## src/rtl/mips_pkg.sv

```systemverilog
// Shared constants for the MIPS datapath: ALU operation encodings,
// the hard-wired zero register, and the ALU-op legality check.
package mips_pkg;

  localparam int DATA_W = 32;
  localparam int REG_AW = 5;
  localparam int ALUC_W = 3;

  localparam logic [4:0] REG_ZERO = 5'd0;

  typedef enum logic [2:0] {
    ALU_AND = 3'd0,
    ALU_OR  = 3'd1,
    ALU_ADD = 3'd2,
    ALU_SUB = 3'd6,
    ALU_MIN = 3'd7
  } alu_op_e;

  // True for the operations the ALU actually implements.
  function automatic logic alu_op_legal(input logic [2:0] op);
    case (op)
      ALU_AND, ALU_OR, ALU_ADD, ALU_SUB, ALU_MIN: return 1'b1;
      default:                                    return 1'b0;
    endcase
  endfunction

endpackage

```

## src/rtl/fwd_mux.sv

```systemverilog
// EX-stage operand forwarding for one source register. MEM beats WB,
// and $0 always reads as zero regardless of any writer targeting it.
module fwd_mux
  import mips_pkg::*;
#(
  parameter int DATA_W = 32,
  parameter int REG_AW = 5
) (
  input  logic [REG_AW-1:0] i_src,
  input  logic [DATA_W-1:0] i_reg_val,
  input  logic              i_mem_reg_write,
  input  logic [REG_AW-1:0] i_mem_write_reg,
  input  logic [DATA_W-1:0] i_mem_result,
  input  logic              i_wb_reg_write,
  input  logic [REG_AW-1:0] i_wb_write_reg,
  input  logic [DATA_W-1:0] i_wb_result,
  output logic [DATA_W-1:0] o_value
);

  // Pick the youngest in-flight producer of i_src, else the captured value.
  always_comb begin
    // NOTE: default assignment first so every path drives o_value and no latch is inferred.
    o_value = i_reg_val;
    if (i_src == REG_AW'(REG_ZERO)) begin
      o_value = '0;
    end else if (i_mem_reg_write && (i_mem_write_reg == i_src)) begin
      o_value = i_mem_result;
    end else if (i_wb_reg_write && (i_wb_write_reg == i_src)) begin
      o_value = i_wb_result;
    end
  end

endmodule

```

## src/rtl/id_ex_stage.sv

```systemverilog
// ID/EX pipeline register with EX operand selection, MEM/WB forwarding,
// load-use bubble insertion, and external stall/flush control.
module id_ex_stage
  import mips_pkg::*;
#(
  parameter int DATA_W = 32,
  parameter int REG_AW = 5,
  parameter int ALUC_W = 3
) (
  input  logic              clk,
  input  logic              rst_n,
  input  logic              stall,
  input  logic              flush,
  input  logic              id_valid,
  input  logic [DATA_W-1:0] id_rd1,
  input  logic [DATA_W-1:0] id_rd2,
  input  logic [15:0]       id_imm16,
  input  logic              id_zero_ext,
  input  logic              id_alu_src,
  input  logic [ALUC_W-1:0] id_alu_control,
  input  logic [REG_AW-1:0] id_rs,
  input  logic [REG_AW-1:0] id_rt,
  input  logic [REG_AW-1:0] id_rd,
  input  logic              id_reg_dst,
  input  logic              id_reg_write,
  input  logic              id_mem_write,
  input  logic              id_mem_to_reg,
  input  logic              mem_reg_write,
  input  logic [REG_AW-1:0] mem_write_reg,
  input  logic [DATA_W-1:0] mem_alu_result,
  input  logic              wb_reg_write,
  input  logic [REG_AW-1:0] wb_write_reg,
  input  logic [DATA_W-1:0] wb_result,
  output logic              load_use_stall,
  output logic              ex_valid,
  output logic [DATA_W-1:0] read_data_1,
  output logic [DATA_W-1:0] read_data_2_or_immediate,
  output logic [ALUC_W-1:0] ALU_control,
  output logic [DATA_W-1:0] ex_store_data,
  output logic [REG_AW-1:0] ex_write_reg,
  output logic              ex_reg_write,
  output logic              ex_mem_write,
  output logic              ex_mem_to_reg,
  output logic              ex_illegal_op
);

  logic              r_valid;
  logic [DATA_W-1:0] r_rd1;
  logic [DATA_W-1:0] r_rd2;
  logic [DATA_W-1:0] r_imm_ext;
  logic              r_alu_src;
  logic [ALUC_W-1:0] r_alu_control;
  logic [REG_AW-1:0] r_rs;
  logic [REG_AW-1:0] r_rt;
  logic [REG_AW-1:0] r_write_reg;
  logic              r_reg_write;
  logic              r_mem_write;
  logic              r_mem_to_reg;
  logic              r_illegal;

  logic [DATA_W-1:0] w_imm_ext;
  logic [REG_AW-1:0] w_write_reg;
  logic [DATA_W-1:0] w_fwd_rs;
  logic [DATA_W-1:0] w_fwd_rt;

  // Capture-time decode: immediate extension and destination selection.
  assign w_imm_ext   = id_zero_ext ? {{(DATA_W-16){1'b0}}, id_imm16}
                                   : {{(DATA_W-16){id_imm16[15]}}, id_imm16};
  assign w_write_reg = id_reg_dst ? id_rd : id_rt;

  // A load in EX whose target is consumed by ID as a register operand
  // (rt counts when it feeds the ALU or is the store data).
  assign load_use_stall = ~stall & ~flush & id_valid & r_valid & r_mem_to_reg &
                          (r_write_reg != '0) &
                          ((r_write_reg == id_rs) |
                           ((r_write_reg == id_rt) & (~id_alu_src | id_mem_write)));

  // Pipeline register: flush > stall > load-use bubble > capture.
  always_ff @(posedge clk or negedge rst_n) begin
    // NOTE: every flop is reset, and reset values equal the bubble values.
    if (!rst_n) begin
      // NOTE: non-blocking assignments for all sequential state.
      r_valid       <= 1'b0;
      r_rd1         <= '0;
      r_rd2         <= '0;
      r_imm_ext     <= '0;
      r_alu_src     <= 1'b0;
      r_alu_control <= ALUC_W'(ALU_ADD);
      r_rs          <= '0;
      r_rt          <= '0;
      r_write_reg   <= '0;
      r_reg_write   <= 1'b0;
      r_mem_write   <= 1'b0;
      r_mem_to_reg  <= 1'b0;
      r_illegal     <= 1'b0;
    end else if (flush || load_use_stall) begin
      r_valid       <= 1'b0;
      r_rd1         <= '0;
      r_rd2         <= '0;
      r_imm_ext     <= '0;
      r_alu_src     <= 1'b0;
      r_alu_control <= ALUC_W'(ALU_ADD);
      r_rs          <= '0;
      r_rt          <= '0;
      r_write_reg   <= '0;
      r_reg_write   <= 1'b0;
      r_mem_write   <= 1'b0;
      r_mem_to_reg  <= 1'b0;
      r_illegal     <= 1'b0;
    end else if (!stall) begin
      r_valid       <= id_valid;
      r_rd1         <= id_rd1;
      r_rd2         <= id_rd2;
      r_imm_ext     <= w_imm_ext;
      r_alu_src     <= id_alu_src;
      r_alu_control <= id_alu_control;
      r_rs          <= id_rs;
      r_rt          <= id_rt;
      r_write_reg   <= w_write_reg;
      r_reg_write   <= id_reg_write & id_valid;
      r_mem_write   <= id_mem_write & id_valid;
      r_mem_to_reg  <= id_mem_to_reg & id_valid;
      r_illegal     <= id_valid & ~alu_op_legal(id_alu_control);
    end
  end

  fwd_mux #(.DATA_W(DATA_W), .REG_AW(REG_AW)) u_fwd_rs (
    .i_src           (r_rs),
    .i_reg_val       (r_rd1),
    .i_mem_reg_write (mem_reg_write),
    .i_mem_write_reg (mem_write_reg),
    .i_mem_result    (mem_alu_result),
    .i_wb_reg_write  (wb_reg_write),
    .i_wb_write_reg  (wb_write_reg),
    .i_wb_result     (wb_result),
    .o_value         (w_fwd_rs)
  );

  fwd_mux #(.DATA_W(DATA_W), .REG_AW(REG_AW)) u_fwd_rt (
    .i_src           (r_rt),
    .i_reg_val       (r_rd2),
    .i_mem_reg_write (mem_reg_write),
    .i_mem_write_reg (mem_write_reg),
    .i_mem_result    (mem_alu_result),
    .i_wb_reg_write  (wb_reg_write),
    .i_wb_write_reg  (wb_write_reg),
    .i_wb_result     (wb_result),
    .o_value         (w_fwd_rt)
  );

  assign ex_valid                 = r_valid;
  assign read_data_1              = w_fwd_rs;
  assign read_data_2_or_immediate = r_alu_src ? r_imm_ext : w_fwd_rt;
  assign ALU_control              = r_alu_control;
  assign ex_store_data            = w_fwd_rt;
  assign ex_write_reg             = r_write_reg;
  assign ex_reg_write             = r_reg_write;
  assign ex_mem_write             = r_mem_write;
  assign ex_mem_to_reg            = r_mem_to_reg;
  assign ex_illegal_op            = r_illegal;

endmodule

```

## config.mk

```make
export PLATFORM = sky130hd
export DESIGN_NAME = id_ex_stage
export DESIGN_NICKNAME = d
export VERILOG_FILES = /design/src/rtl/mips_pkg.sv /design/src/rtl/fwd_mux.sv /design/src/rtl/id_ex_stage.sv
export SDC_FILE = /design/constraint.sdc
export NUM_CORES = 1
export LEC_CHECK = 0
export ABC_AREA = 1
export CELL_PAD_IN_SITES_DETAIL_PLACEMENT = 0
export CELL_PAD_IN_SITES_GLOBAL_PLACEMENT = 1
export CORE_ASPECT_RATIO = 1.75
export CORE_MARGIN = 3
export CORE_UTILIZATION = 31
export DETAILED_ROUTE_END_ITERATION = 10
export GPL_TIMING_DRIVEN = 0
export PLACE_DENSITY_LB_ADDON = 0.1
export SYNTH_ARGS = -nofsm -noshare
export SYNTH_HDL_FRONTEND = slang
export SYNTH_SLANG_ARGS = --single-unit
```

## constraint.sdc

```tcl
create_clock -name clk -period 5.4 [get_ports clk]
set_input_delay 1.35 -clock clk [delete_from_list [all_inputs] [get_ports clk]]
set_output_delay 1.35 -clock clk [all_outputs]
set_load 0.005 [all_outputs]
```

==> results_dict.tcl <==
set metrics [dict create \
    status "finished clean" \
    r2r_cells 11 \
    max_clock_freq_mhz 190 \
    ir_drop_mv 0.123 \
    core_mm2 0.0228 \
    slew_violations 0 \
    num_vias 8731 \
    nets 1670 \
    seq_area_frac_synth 0.363 \
    pre_cts_ws_ns 0.0256 \
    relSlewSlack 0.321 \
    drt_pass1_iterations 8 \
    drive_above_1_share 0.0436 \
    cp-end-kind "output port" \
    crit_slowest_cell "nor3_2" \
    p_per_area_mw_per_mm2 202 \
    rrSetupSlack_ns 3.68 \
    portBuffers 292 \
    pwr-share-comb 0.302 \
    intPower_uw 1520 \
    fp.dieH_um 208 \
    fillers 2478 \
    p_leak_uw 0.00540 \
    cts_sinks 105 \
    overflow 0 \
    place_congestion 0.867 \
    startpoint "wb_write_reg[0]" \
    setup_viol 0 \
    cpPeakStageDelay_ns 0.53 \
    regToRegEndpoint "ALU_control[2]$_DFFE_PN0P_" \
    start_util 0.318 \
    cp.required_ns 4.05 \
    synthCells 1181 \
    setup_ws_ns 0.141 \
    hold_violations 0 \
    fin_skew_ns 0.00684 \
    synth_cell_types 27 \
    fin_worst_hold_slack_ns 0.521 \
    row_count 73 \
    critPathKind "input pin to output port" \
    die_w_um 122 \
    synth.cell_area_mm2 0.00725 \
    yosysWarnings 0 \
    rsz0062_at_grt "no" \
    cts_tree "built" \
    drt_iter0_markers 627 \
    mostFrequentLayoutCells "nand2_1 (411), clkdlybuf4s50_1 (291), nor2_1 (171)" \
    cts_made_buffers 9 \
    clk_pin_slew_ns 0.06 \
    htree_levels 3 \
    dp_hpwl_um 25900 \
    clkLatencyLatePin_ns 0.36 \
    fin_crit_ns 5.26 \
    viasPerCell 4.87 \
    synthesis.nets 1366 \
    post-route-period-util 0.974 \
    antenna_left 0 \
    startpoint_type "input pin" \
    syn_avg_cell_area_um2 6.14 \
    dieArea_mm2 0.0253 \
    p_clk_frac 0.308 \
    grt_pass1_wl_um 49000 \
    drc 0 \
    stdcell_count 1792 \
    maxCapViolations 0 \
    cp_data_arrival_time_ns 3.91 \
    grt_pass1_vias 8720 \
    cp_max_fo 10 \
    grtUsageTotal 0.252 \
    worst_pin_slew_ns 1.01 \
    clockBufferDepth 2 \
    ys_ff_latch 105 \
    antenna_found_initial 2 \
    pwr-share-seq 0.389 \
    dp_cells 1774 \
    crit_chain "clkdlybuf4s50_1 > inv_1 > nor2_1 > nor3_2 > nand3_1 > buf_2 > nand2_1 > nand3_1 > nand2_1 > inv_1 > clkdlybuf4s50_1" \
    cts_root_buffer "clkbuf_16" \
    crit_path_end "read_data_1[16]" \
    top_regs "r_rd1: 32 flops, r_rd2: 32 flops, r_imm_ext: 17 flops" \
    power_switching_uw 681 \
    detail_route.wl_per_cell_um 18.1 \
    hp-start "r_rd1[28]$_DFFE_PN0P_" \
    hp-class "flip-flop to flip-flop" \
    routed_wl_um 32500 \
    final_common_cell "nand2_1" \
    areaGrowthSynthToFinish_pct 50.1 \
    r2r_start "ex_write_reg[0]$_DFFE_PN0P_" \
    io_pins 295 \
    swShare 0.309 \
    grt_max_degree 58 \
]
==> cell usage after synthesis <==
| library cell | instances | area [µm²] |
|---|---|---|
| nand2_1 | 411 | 1540 |
| nor2_1 | 172 | 646 |
| nand3_1 | 137 | 686 |
| dfrtp_1 | 104 | 2600 |
| a21oi_1 | 103 | 515 |
| inv_1 | 99 | 372 |
| clkbuf_1 | 36 | 135 |
| nand4_1 | 36 | 225 |
| buf_2 | 28 | 140 |
| o21ai_0 | 17 | 85.1 |
| buf_6 | 9 | 101 |
| buf_1 | 6 | 22.5 |
| inv_2 | 3 | 11.3 |
| nor3_1 | 3 | 15.0 |
| nand2_2 | 2 | 12.5 |
| nand3_2 | 2 | 20.0 |
| nor3_2 | 2 | 20.0 |
| o22ai_1 | 2 | 12.5 |
| a21boi_1 | 1 | 7.51 |
| a21oi_2 | 1 | 8.76 |
| a22oi_1 | 1 | 7.51 |
| dfstp_2 | 1 | 26.3 |
| inv_4 | 1 | 6.26 |
| nor2_2 | 1 | 6.26 |
| or2_1 | 1 | 6.26 |
| xnor2_1 | 1 | 8.76 |
| xor2_1 | 1 | 8.76 |
==> cell families (layout without fill, tap and decap cells) <==
kind of cell    after synthesis  count (layout)  share of synthesized area
simple gates                767             767                      0.438
buf+inv                     182             491                      0.109
compound gates              125             125                     0.0878
flops                       105             105                      0.363
xor+xnor                      2               2                    0.00242
other cells                   0               2                          0
==> cell type report <==
| class | instances | area (µm²) | share of cell area |
|---|---|---|---|
| Inverter | 103 | 389 | 0.0358 |
| Clock inverter | 2 | 37.5 | 0.00345 |
| Timing Repair Buffer | 293 | 2950 | 0.271 |
| Tap cell | 300 | 375 | 0.0345 |
| Buffer | 79 | 399 | 0.0367 |
| Clock buffer | 14 | 254 | 0.0233 |
| Sequential cell | 105 | 2630 | 0.242 |
| Multi-Input combinational cell | 894 | 3840 | 0.353 |
| Antenna cell | 2 | 5.00 | 0.000460 |
==> power groups by stage <==
stage	clock network (µW)	registers [µW]	logic, µW
after floorplan	0	863	286
after global placement	0	872	662
after detailed placement	0	872	666
after CTS	695	857	669
after global routing	720	862	733
final	679	858	666
==> per-stage QoR <==
step / total power (µW) / utilization / setup TNS, ns / cell area (µm²)
final: 2200 / 0.477 / 0 / 10900
after global routing: 2310 / 0.477 / 0 / 10900
after CTS: 2220 / 0.476 / 0 / 10900
after detailed placement: 1540 / 0.463 / 0 / 10600
after global placement: 1530 / 0.462 / -144.79 / 10500
after floorplan: 1150 / - / 0 / 7250
==> how the worst min path moves through the flow <==
| stage | endpoint | slack (ns) | cells after the start |
|---|---|---|---|
| global route | r_rd2[20]$_DFFE_PN0P_ | 0.54 | 2 |
| floorplan | r_imm_ext[30]$_DFFE_PN0P_ | 0.49 | 2 |
| detailed placement | r_rd2[20]$_DFFE_PN0P_ | 0.51 | 2 |
| CTS | r_rd2[20]$_DFFE_PN0P_ | 0.52 | 2 |
| global placement | r_rd2[12]$_DFFE_PN0P_ | 0.51 | 2 |
| finish | r_rd1[28]$_DFFE_PN0P_ | 0.52 | 2 |
==> routing by layer <==
| metal | up-vias | track usage | part of all wire |
|---|---|---|---|
| li1 | 4344 | - | - |
| met1 | 4009 | 0.286 | 0.38 |
| met2 | 312 | 0.467 | 0.53 |
| met3 | 66 | 0.0354 | 0.051 |
| met4 | 0 | 0.0944 | 0.035 |
| met5 | - | 0 | 0 |
==> repair_timing <==
item                       in CTS  in global routing
hold buffers                    0                  0
setup endpoints to repair       0                 49
buffers inserted                0                  0
resized for setup               0                  2
==> critical path, delay by kind of cell <==
kind,cells,cell delay [ns]
buffers and inverters,5,1.33
AND/OR/NAND/NOR,6,1.22
(Power assumes the default switching activity.)
